<file path="src/rtl/ascii_decimal_parser_pkg.sv">
// Package cnc_parse_pkg: shared definitions for the ASCII decimal parser.
//   parse_state_t  : parser FSM states
//   ASC_*          : ASCII character codes recognised by the parser
//   is_terminator  : true for field terminators (space, LF, CR, ';')
//   is_digit       : true for '0'..'9'
package cnc_parse_pkg;

    typedef enum logic [2:0] {
        IDLE,
        INT,
        FRAC,
        PAD,
        DONE,
        ERR
    } parse_state_t;

    localparam logic [7:0] ASC_ZERO  = 8'h30;
    localparam logic [7:0] ASC_NINE  = 8'h39;
    localparam logic [7:0] ASC_DOT   = 8'h2E;
    localparam logic [7:0] ASC_MINUS = 8'h2D;
    localparam logic [7:0] ASC_PLUS  = 8'h2B;
    localparam logic [7:0] ASC_SPACE = 8'h20;
    localparam logic [7:0] ASC_LF    = 8'h0A;
    localparam logic [7:0] ASC_CR    = 8'h0D;
    localparam logic [7:0] ASC_SEMI  = 8'h3B;

    function automatic logic is_terminator(input logic [7:0] b);
        return (b == ASC_SPACE) || (b == ASC_LF) || (b == ASC_CR) || (b == ASC_SEMI);
    endfunction

    function automatic logic is_digit(input logic [7:0] b);
        return (b >= ASC_ZERO) && (b <= ASC_NINE);
    endfunction

endpackage

</file>
<file path="src/rtl/ascii_decimal_parser_if.sv">
// Byte-stream / result interface of the ASCII decimal parser.
//   i_Byte  : ASCII character            i_Valid : i_Byte valid
//   o_Ready : parser accepts a byte       o_Value : signed fixed-point result
//   o_Done  : 1-cycle completion pulse    o_Error : qualifies o_Done
// Modports: master = byte producer, slave = parser.
interface ascii_decimal_parser_if #(
    parameter int WIDTH = 32
);
    logic [7:0]       i_Byte;
    logic             i_Valid;
    logic             o_Ready;
    logic [WIDTH-1:0] o_Value;
    logic             o_Done;
    logic             o_Error;

    modport master (
        output i_Byte, i_Valid,
        input  o_Ready, o_Value, o_Done, o_Error
    );

    modport slave (
        input  i_Byte, i_Valid,
        output o_Ready, o_Value, o_Done, o_Error
    );
endinterface

</file>
<file path="src/rtl/ascii_decimal_parser_mac10.sv">
// dec_mac10: one decimal shift step, acc_out = acc_in*10 + digit.
//   acc_in  : current accumulator          digit : BCD digit to append (0 for padding)
//   limit   : largest legal magnitude      acc_out : updated accumulator
//   ovf     : acc_out exceeds limit
module dec_mac10
    import cnc_parse_pkg::*;
#(
    parameter int AW = 36
) (
    input  logic [AW-1:0] acc_in,
    input  logic [3:0]    digit,
    input  logic [AW-1:0] limit,
    output logic [AW-1:0] acc_out,
    output logic          ovf
);
    // acc_in never exceeds limit (< 2^(AW-4)), so *10+9 cannot wrap AW bits.
    always_comb begin
        acc_out = (acc_in << 3) + (acc_in << 1) + AW'(digit);
        ovf     = (acc_out > limit);
    end
endmodule

</file>
<file path="src/rtl/ascii_decimal_parser.sv">
// ascii_decimal_parser: byte-serial ASCII decimal to signed fixed-point converter.
// Value = round-toward-zero(x * 10^FRAC_DIGITS), two's complement, WIDTH bits.
// Ports:
//   i_Clock50MHz : system clock
//   i_Reset_n    : synchronous reset, active low (priority over everything)
//   i_Clear      : synchronous abort of the field in progress (priority over i_Valid)
//   bus          : ascii_decimal_parser_if.slave (byte in, result out)
// Build option: ASCII_PARSER_SIGN_EN accepts a leading '-'/'+' in IDLE; otherwise
// signs are invalid characters and results are never negative.
module ascii_decimal_parser
    import cnc_parse_pkg::*;
#(
    parameter int WIDTH       = 32,
    parameter int INT_DIGITS  = 5,
    parameter int FRAC_DIGITS = 3
) (
    input  logic                  i_Clock50MHz,
    input  logic                  i_Reset_n,
    input  logic                  i_Clear,
    ascii_decimal_parser_if.slave bus
);
    localparam int AW = WIDTH + 4;
    localparam int IW = $clog2(INT_DIGITS + 2);
    localparam int FW = $clog2(FRAC_DIGITS + 2);

    parse_state_t     state, state_n;
    logic [AW-1:0]    acc, acc_n;
    logic             neg, neg_n;
    logic             have_digit, have_digit_n;
    logic [IW-1:0]    int_cnt, int_cnt_n, int_cnt_inc;
    logic [FW-1:0]    frac_cnt, frac_cnt_n;
    logic [WIDTH-1:0] value_q, value_n;
    logic             done_q, error_q, done_err;
    logic             field_end;

    logic [AW-1:0]    mac_out, limit;
    logic             mac_ovf;
    logic [3:0]       mac_digit;
    logic             ready, hs, is_sign;

    assign ready = (state != PAD) && (state != DONE);
    assign hs    = bus.i_Valid && ready;

`ifdef ASCII_PARSER_SIGN_EN
    assign is_sign = (bus.i_Byte == ASC_MINUS) || (bus.i_Byte == ASC_PLUS);
`else
    assign is_sign = 1'b0;
`endif

    // Magnitude limit: 2^(WIDTH-1)-1, one more when the field is negative.
    always_comb begin
        limit              = '0;
        limit[WIDTH-2:0]   = '1;
        if (neg) limit     = limit + AW'(1);
    end

    // PAD appends implicit trailing zeros; digits map straight from the low nibble.
    assign mac_digit = (state == PAD) ? 4'd0 : bus.i_Byte[3:0];

    dec_mac10 #(.AW(AW)) u_mac (
        .acc_in  (acc),
        .digit   (mac_digit),
        .limit   (limit),
        .acc_out (mac_out),
        .ovf     (mac_ovf)
    );

    // Leading zeros leave acc at 0 and do not count toward INT_DIGITS.
    assign int_cnt_inc = int_cnt + IW'(((acc != '0) || (mac_digit != 4'd0)) ? 1 : 0);

    always_comb begin
        state_n      = state;
        acc_n        = acc;
        neg_n        = neg;
        have_digit_n = have_digit;
        int_cnt_n    = int_cnt;
        frac_cnt_n   = frac_cnt;
        done_err     = 1'b0;
        field_end    = 1'b0;

        unique case (state)
            IDLE, INT: begin
                if (hs) begin
                    if (is_terminator(bus.i_Byte)) begin
                        if (state == INT) field_end = 1'b1;
                    end else if (is_digit(bus.i_Byte)) begin
                        if ((int_cnt_inc > IW'(INT_DIGITS)) || mac_ovf) begin
                            state_n = ERR;
                        end else begin
                            acc_n        = mac_out;
                            int_cnt_n    = int_cnt_inc;
                            have_digit_n = 1'b1;
                            state_n      = INT;
                        end
                    end else if (bus.i_Byte == ASC_DOT) begin
                        state_n = FRAC;
                    end else if (is_sign && (state == IDLE)) begin
                        neg_n   = (bus.i_Byte == ASC_MINUS);
                        state_n = INT;
                    end else begin
                        state_n = ERR;
                    end
                end
            end
            FRAC: begin
                if (hs) begin
                    if (is_terminator(bus.i_Byte)) begin
                        field_end = 1'b1;
                    end else if (is_digit(bus.i_Byte)) begin
                        have_digit_n = 1'b1;
                        // Digits past FRAC_DIGITS are truncated (round toward zero).
                        if (frac_cnt < FW'(FRAC_DIGITS)) begin
                            if (mac_ovf) begin
                                state_n = ERR;
                            end else begin
                                acc_n      = mac_out;
                                frac_cnt_n = frac_cnt + FW'(1);
                            end
                        end
                    end else begin
                        state_n = ERR;
                    end
                end
            end
            PAD: begin
                acc_n      = mac_out;
                frac_cnt_n = frac_cnt + FW'(1);
                if (mac_ovf) begin
                    state_n  = DONE;
                    done_err = 1'b1;
                end else if (frac_cnt_n == FW'(FRAC_DIGITS)) begin
                    state_n = DONE;
                end
            end
            DONE: begin
                state_n      = IDLE;
                acc_n        = '0;
                neg_n        = 1'b0;
                have_digit_n = 1'b0;
                int_cnt_n    = '0;
                frac_cnt_n   = '0;
            end
            ERR: begin
                if (hs && is_terminator(bus.i_Byte)) begin
                    state_n  = DONE;
                    done_err = 1'b1;
                end
            end
            default: state_n = IDLE;
        endcase

        if (field_end) begin
            if (!have_digit) begin
                state_n  = DONE;
                done_err = 1'b1;
            end else if (frac_cnt == FW'(FRAC_DIGITS)) begin
                state_n = DONE;
            end else begin
                state_n = PAD;
            end
        end

        if (i_Clear) begin
            state_n      = IDLE;
            acc_n        = '0;
            neg_n        = 1'b0;
            have_digit_n = 1'b0;
            int_cnt_n    = '0;
            frac_cnt_n   = '0;
            done_err     = 1'b0;
        end

        if (done_err) value_n = '0;
        else if (neg) value_n = -acc_n[WIDTH-1:0];
        else          value_n = acc_n[WIDTH-1:0];
    end

    // Result registers load on entry to DONE, so o_Done lines up with the DONE cycle.
    always_ff @(posedge i_Clock50MHz) begin
        if (!i_Reset_n) begin
            state      <= IDLE;
            acc        <= '0;
            neg        <= 1'b0;
            have_digit <= 1'b0;
            int_cnt    <= '0;
            frac_cnt   <= '0;
            value_q    <= '0;
            done_q     <= 1'b0;
            error_q    <= 1'b0;
        end else begin
            state      <= state_n;
            acc        <= acc_n;
            neg        <= neg_n;
            have_digit <= have_digit_n;
            int_cnt    <= int_cnt_n;
            frac_cnt   <= frac_cnt_n;
            done_q     <= (state_n == DONE);
            if (state_n == DONE) begin
                value_q <= value_n;
                error_q <= done_err;
            end
        end
    end

    assign bus.o_Ready = ready;
    assign bus.o_Value = value_q;
    assign bus.o_Done  = done_q;
    assign bus.o_Error = error_q;

endmodule
</file>
<file path="src/flat_wrapper.sv">
// flat-port wrapper written by rule: the top's interface ports become plain ports
module ascii_decimal_parser_flat import cnc_parse_pkg::*;
#(
    parameter int WIDTH       = 32,
    parameter int INT_DIGITS  = 5,
    parameter int FRAC_DIGITS = 3
)
  (i_Clock50MHz, i_Reset_n, i_Clear, bus_i_Byte, bus_i_Valid, bus_o_Ready, bus_o_Value, bus_o_Done, bus_o_Error);
  ascii_decimal_parser_if #(.WIDTH(WIDTH)) bus_i ();
  input  logic i_Clock50MHz;
  input  logic i_Reset_n;
  input  logic i_Clear;
  input wire logic [$bits(bus_i.i_Byte)-1:0] bus_i_Byte;
  input wire logic [$bits(bus_i.i_Valid)-1:0] bus_i_Valid;
  output wire logic [$bits(bus_i.o_Ready)-1:0] bus_o_Ready;
  output wire logic [$bits(bus_i.o_Value)-1:0] bus_o_Value;
  output wire logic [$bits(bus_i.o_Done)-1:0] bus_o_Done;
  output wire logic [$bits(bus_i.o_Error)-1:0] bus_o_Error;
  assign bus_i.i_Byte = bus_i_Byte;
  assign bus_i.i_Valid = bus_i_Valid;
  assign bus_o_Ready = bus_i.o_Ready;
  assign bus_o_Value = bus_i.o_Value;
  assign bus_o_Done = bus_i.o_Done;
  assign bus_o_Error = bus_i.o_Error;
  ascii_decimal_parser #(.WIDTH(WIDTH), .INT_DIGITS(INT_DIGITS), .FRAC_DIGITS(FRAC_DIGITS)) u_core (.i_Clock50MHz(i_Clock50MHz), .i_Reset_n(i_Reset_n), .i_Clear(i_Clear), .bus(bus_i));
endmodule
</file>
<file path="config.mk">
export PLATFORM = sky130hd
export DESIGN_NAME = ascii_decimal_parser_flat
export DESIGN_NICKNAME = d
export VERILOG_FILES = /design/src/rtl/ascii_decimal_parser_pkg.sv /design/src/rtl/ascii_decimal_parser_if.sv /design/src/rtl/ascii_decimal_parser_mac10.sv /design/src/rtl/ascii_decimal_parser.sv /design/src/flat_wrapper.sv
export SDC_FILE = /design/constraint.sdc
export NUM_CORES = 1
export LEC_CHECK = 0
export ABC_AREA = 1
export BUFFER_PORTS_ARGS = -buffer_cell sky130_fd_sc_hd__clkbuf_2
export CAP_MARGIN = 20
export CORE_MARGIN = 5
export CORE_UTILIZATION = 35
export DETAILED_ROUTE_END_ITERATION = 10
export GPL_ROUTABILITY_DRIVEN = 0
export GPL_TIMING_DRIVEN = 0
export SETUP_SLACK_MARGIN = 0.02
export SLEW_MARGIN = 25
export SYNTH_ARGS = -nofsm -noshare
export SYNTH_HDL_FRONTEND = slang
export SYNTH_SLANG_ARGS = --single-unit
</file>
<file path="constraint.sdc">
create_clock -name i_Clock50MHz -period 5.25 [get_ports i_Clock50MHz]
set_input_delay 0.2625 -clock i_Clock50MHz [delete_from_list [all_inputs] [get_ports i_Clock50MHz]]
set_output_delay 0.2625 -clock i_Clock50MHz [all_outputs]
set_load 0.005 [all_outputs]
</file>
Word level (Yosys, flattened, before mapping):

Cells that the tools add are included.

* equal/unequal tests: 24
* bitwise logic cells: 1
* reduce and logical (&&, ||, !) cells: 22
* order comparisons: 5
* $add $sub $neg: 4
* mux-type cells: 63

Operator list (number)
* 36-bit 2-to-1 mux: 9
* 36-bit case mux with 4 select lines: 1
* 3-bit 2-to-1 mux: 26
* 32-bit 2-to-1 mux: 2
* 36-bit adder: 1
* 36-bit by 4-bit adder with 36-bit output: 1
* 36-bit by 31-bit greater-than comparator with 1-bit output, second input constant: 1
* 36-bit nonzero test: 1
* 8-bit by 6-bit == test with 1-bit output, second input constant: 3
* 1-bit 2-to-1 mux: 18
* 8-bit by 4-bit == test with 1-bit output, second input constant: 2
* 3-bit by 2-bit == test with 1-bit output, second input constant: 4
* 3-bit case mux with 4 select lines: 1
* 2-bit by 1-bit != test with 1-bit output, second input constant: 5
* 10-bit AND reduction: 1
* 3-bit == test, second input constant: 3
* 3-bit case mux with 3 select lines: 1
* 8-bit by 6-bit >= comparator with 1-bit output, second input constant: 1
* 8-bit by 6-bit <= comparator with 1-bit output, second input constant: 1
* 2-bit != test, second input constant: 4
* 8-bit AND reduction: 1
* 4-bit nonzero test: 2
* 3-bit case mux with 2 select lines: 1
* 6-bit AND reduction: 1
* 18 further kinds: 28

* input bits: 12
* word-level logic and storage cells: 128
* bits in registers: 80

Depth between registers and ports, before layout:

* depth in word-level cells: 16
* gate-level depth with buffers: 35

By module:

A second synthesis with hierarchy kept.

* cell total of the unflattened synthesis: 1936
* area total of the unflattened synthesis: 10825.4 um^2

By module, submodules not included
* ascii_decimal_parser: area an instance 7148.1 um^2, times used 1, cells each 1293
* dec_mac10: area an instance 3677.3 um^2, times used 1, cells each 643

Worst setup path before layout:

OpenSTA, ideal clock, no wires.

* path kind: register to register
* start: register u_core.state[2]
* end: register u_core.error_q, in the netlist u_core.bus.o_Error
* clock period less this slack: 4.167 ns
* path buffers: 4
* data arrival time: 4.054 ns
* path slack: 1.083 ns
* cell stages (with the launch flop): 32
* path through: dfxtp_1 -> inv_1 -> nand3_1 -> clkbuf_1 -> clkbuf_1 -> inv_1 -> nor2_1 -> ha_1 -> ha_1 -> fa_1 -> nand2_1 -> nand2_1 -> nand3_1 -> nand2_1 -> nand2_1 -> nand2_1 -> nand2_1 -> nand3_1 -> nand2_1 -> nand2_1 -> nor3_4 -> nand2_2 -> o21ai_1 -> inv_1 -> nand3_1 -> nand2_1 -> nand2_1 -> nor2_2 -> buf_6 -> buf_4 -> nor2_1 -> nor2_1

* longest elaborated chain between the ends: 16

RTL lines
* start: declaration: RTL line ascii_decimal_parser.sv:26 `parse_state_t state, state_n;`
* start signal: assignment: RTL line ascii_decimal_parser.sv:191 `state <= state_n;`
* branches (longest 16 deep; another with 36-bit by 4-bit adder with 36-bit output)
* end signal: assignment: RTL line ascii_decimal_parser.sv:200 `error_q <= done_err;`
* end: declaration: RTL line ascii_decimal_parser.sv:33 `logic done_q, error_q, done_err;`

Several ways; the timed one is not identified.
A chain may end at the register's enable or synchronous reset.

Worst setup path in the final report:

* start: register u_core.state[2]
* end: register u_core.value_q[28], in the netlist u_core.bus.o_Value[28]

* longest elaborated chain between the ends: 16

RTL lines
* branches (longest 16 deep; another with 36-bit by 4-bit adder with 36-bit output)
* end signal: assignment: RTL line ascii_decimal_parser.sv:199 `value_q <= value_n;`
* end: declaration: RTL line ascii_decimal_parser.sv:32 `logic [WIDTH-1:0] value_q, value_n;`

Several ways; the timed one is not identified. The select of a mux whose other input is x is not followed.

==> out/results.ini <==
[logic_synthesis]
synth_top_area_share_pct = 21.3
syn-num-nets = 1557
ys_warn_count = 0
synth_compound_area_share_pct = 8.76
postSynthAreaPerCell_um2 = 5.62
synth_top_cell_by_area = nand2_1
synthTopCellsByArea = nand2_1 21%, dfxtp_1 19%, ha_1 11%
syn_inst = 1472
synth_seq_cells = 80
synth_xor_area_share_pct = 1.80
synth_common_cells = 470 x nand2_1, 236 x inv_1, 179 x nor2_1
synth_edf_count = 0
muxShareOfSynthArea_pct = 0
yosysSeqAreaShare_pct = 19.4
ys_async_sr_fraction_pct = 0
yosys.area_share.simple_pct = 45.4
synthesis.area_um2 = 8270
yosysMostFrequentCell = nand2_1
synthDistinctLibCells = 36
synthAdderAreaFrac_pct = 11.2
yosys_most_used_dff = dfxtp_1
synth_top_family_by_area = simple AND/OR/NAND/NOR gates

[die]
start_util_pct = 35.4
die_area_um2 = 26800
num_io_pins = 47
core_um2 = 23400
rows = 56
die_w_um = 164
die_h_um = 164

[flow_run]
max_cap_violations = 0

[worst_setup_path]
r2r_slack_ns = 0.36
r2r_cells = 29
cp.arrival_ns = 5.14
rr_endpoint = u_core.bus.o_Value[28]$_SDFFE_PN0N_
worstPathMaxFanout = 10
end_kind = register
cp_slowest_cell = dfxtp_4
crit_required_ns = 5.50
worstSetupPathType = register to register
timing.rr.start = u_core.state[2]$_SDFF_PN0_
crit_top_cell = nand2_1
cp_num_buf_inv = 4
crit_family = simple AND/OR/NAND/NOR gates
max_stage_delay_ns = 0.38
cp-start-kind = register

[worst_hold_path]
min_to = u_core.state[2]$_SDFF_PN0_
holdPathStages = 4
hp-start = i_Clear
hp-class = primary input to register

[status]
status = complete, no violations

[sta]
max-slew-margin-rel_pct = 52.1
finalClockSkew_ns = 0.0141
timing.final.crit_period_ns = 4.89
finalSetupViolations = 0
rsz0062_at_grt = no
setup_ws_ns = 0.362
fmax_mhz = 205
tightest_slew_ns = 0.718
period_share_pct = 93.1
holdWs_ns = 0.231
slew_viol_final = 0
timing_hold_violations_final = 0

[grt]
grt_util_all_layers_pct = 20.8
grt_pass1_wl_um = 44400
grt_max_degree = 16
antenna_found_initial = 0
grt_pass1_vias = 8433
gr-total-overflow = 0

[routing]
wirelength_um = 28400
wire_per_inst_um = 15.3
vias = 9387
ant_nets = 0
drt_iter0_drc = 943
vias_per_cell = 5.06
dr.pass1.iters = 6
drc = 0

[power]
leakage_nw = 5.14
power.total_mw = 1.63
ir_drop_mv = 0.130
cellPowerDensity_nw_per_um2 = 175

[clock_network]
cts_tree = built
root_buffer = clkbuf_16
cts-htree-levels = 3
cts-buffers-inserted = 9
clockBufferDepth = 2
clock-sinks = 80
clkTransAtPathRegs_ns = 0.07
hold_buffers = 0
clk_latency_ns = 0.36

[placement]
io_buffers = 45
dp_hpwl_um = 22700
placed_area_um2 = 8900
post-place-ws_ns = -0.585

[cells_and_area]
final_area_um2 = 9310
fin_util_pct = 39.8
syn2layout_area_growth_pct = 12.5
drive_gt1_share_pct = 7.03
diodes = 0
final_nets = 1616

[sequential cells by signal, indices dropped and copies added, names as in the netlist]
name and flops:
u_core.have_digit 1, u_core.bus.o_Error 1, u_core.bus.o_Value 32, u_core.frac_cnt 3, u_core.bus.o_Done 1, u_core.acc 36
u_core.state 3, u_core.int_cnt 3
[how the worst max path moves through the flow]
stage	slack, ns	end	cells after the start	startpoint
finish	0.36	u_core.bus.o_Value[28]$_SDFFE_PN0N_	29	u_core.state[2]$_SDFF_PN0_
CTS	0.1	u_core.bus.o_Value[30]$_SDFFE_PN0N_	34	u_core.state[0]$_SDFF_PN0_
global placement	-0.54	u_core.bus.o_Value[19]$_SDFFE_PN0N_	30	u_core.state[2]$_SDFF_PN0_
detailed placement	-0.59	u_core.bus.o_Value[19]$_SDFFE_PN0N_	30	u_core.state[2]$_SDFF_PN0_
floorplan	1.08	u_core.bus.o_Error$_SDFFE_PN0N_	31	u_core.state[2]$_SDFF_PN0_
global route	0.04	u_core.bus.o_Value[30]$_SDFFE_PN0N_	33	u_core.state[2]$_SDFF_PN0_
[per-layer routing]
layer	global-route usage, %	part of all wire [%]
met5	0	0
met4	6.79	2.9
met3	3.44	7.0
met2	32.1	43
met1	29.5	48
[layout make-up]
type,count,area [µm²]
Buffer,48,241
Tap cell,319,399
Sequential cell,80,1610
Multi-Input combinational cell,1106,5590
Clock buffer,9,225
Timing Repair Buffer,48,248
Inverter,238,897
Fill cell,2647,14100
Clock inverter,7,103
[worst min-delay path, delay by kind of cell]
kind | cells | cell delay [ns]
buffers and inverters | 2 | 0.13
and+or+nand+nor | 2 | 0.16
[cells by family after synthesis]
kind of cell               count (synthesis)
AOI/OAI and AO/OA                        137
xor gates and xnor gates                  17
adders and majority gates                 73
buffers and inverters                    286
DFF                                       80
and+or+nand+nor                          879
[report_power, final]
group	total, mW	internal [mW]	switching, mW
Clock	0.710	0.423	0.288
Sequential	0.649	0.630	0.0185
Combinational	0.271	0.0916	0.179
[per-stage QoR]
stage               instances  TNS, ns
floorplan                1472        0
global placement         1836   -24.29
detailed placement       1836   -25.43
CTS                      1854        0
global route             1855        0
finish                   1855        0
[placed cells by master, fill, tap and decap left out, drive strengths merged, types with 4 or more instances in the layout]
master,netlist,final
nand2,473,473
inv,236,237
nor2,184,184
nand3,131,131
clkbuf,32,85
dfxtp,80,80
ha,71,71
o21ai,68,68
a21oi,53,53
nand4,39,39
nand3b,22,22
buf,16,20
nor3,17,17
nor4,11,11
xor2,9,9
xnor2,8,8
o21bai,6,6
clkinv,2,5
o211ai,4,4
[timing repair]
item	CTS	global route
buffers inserted	2	1
gates cloned	0	0
endpoints found under the setup margin	75	66
resized for setup	8	17
pin swaps	1	2
Power figures use the tool's default switching activity.
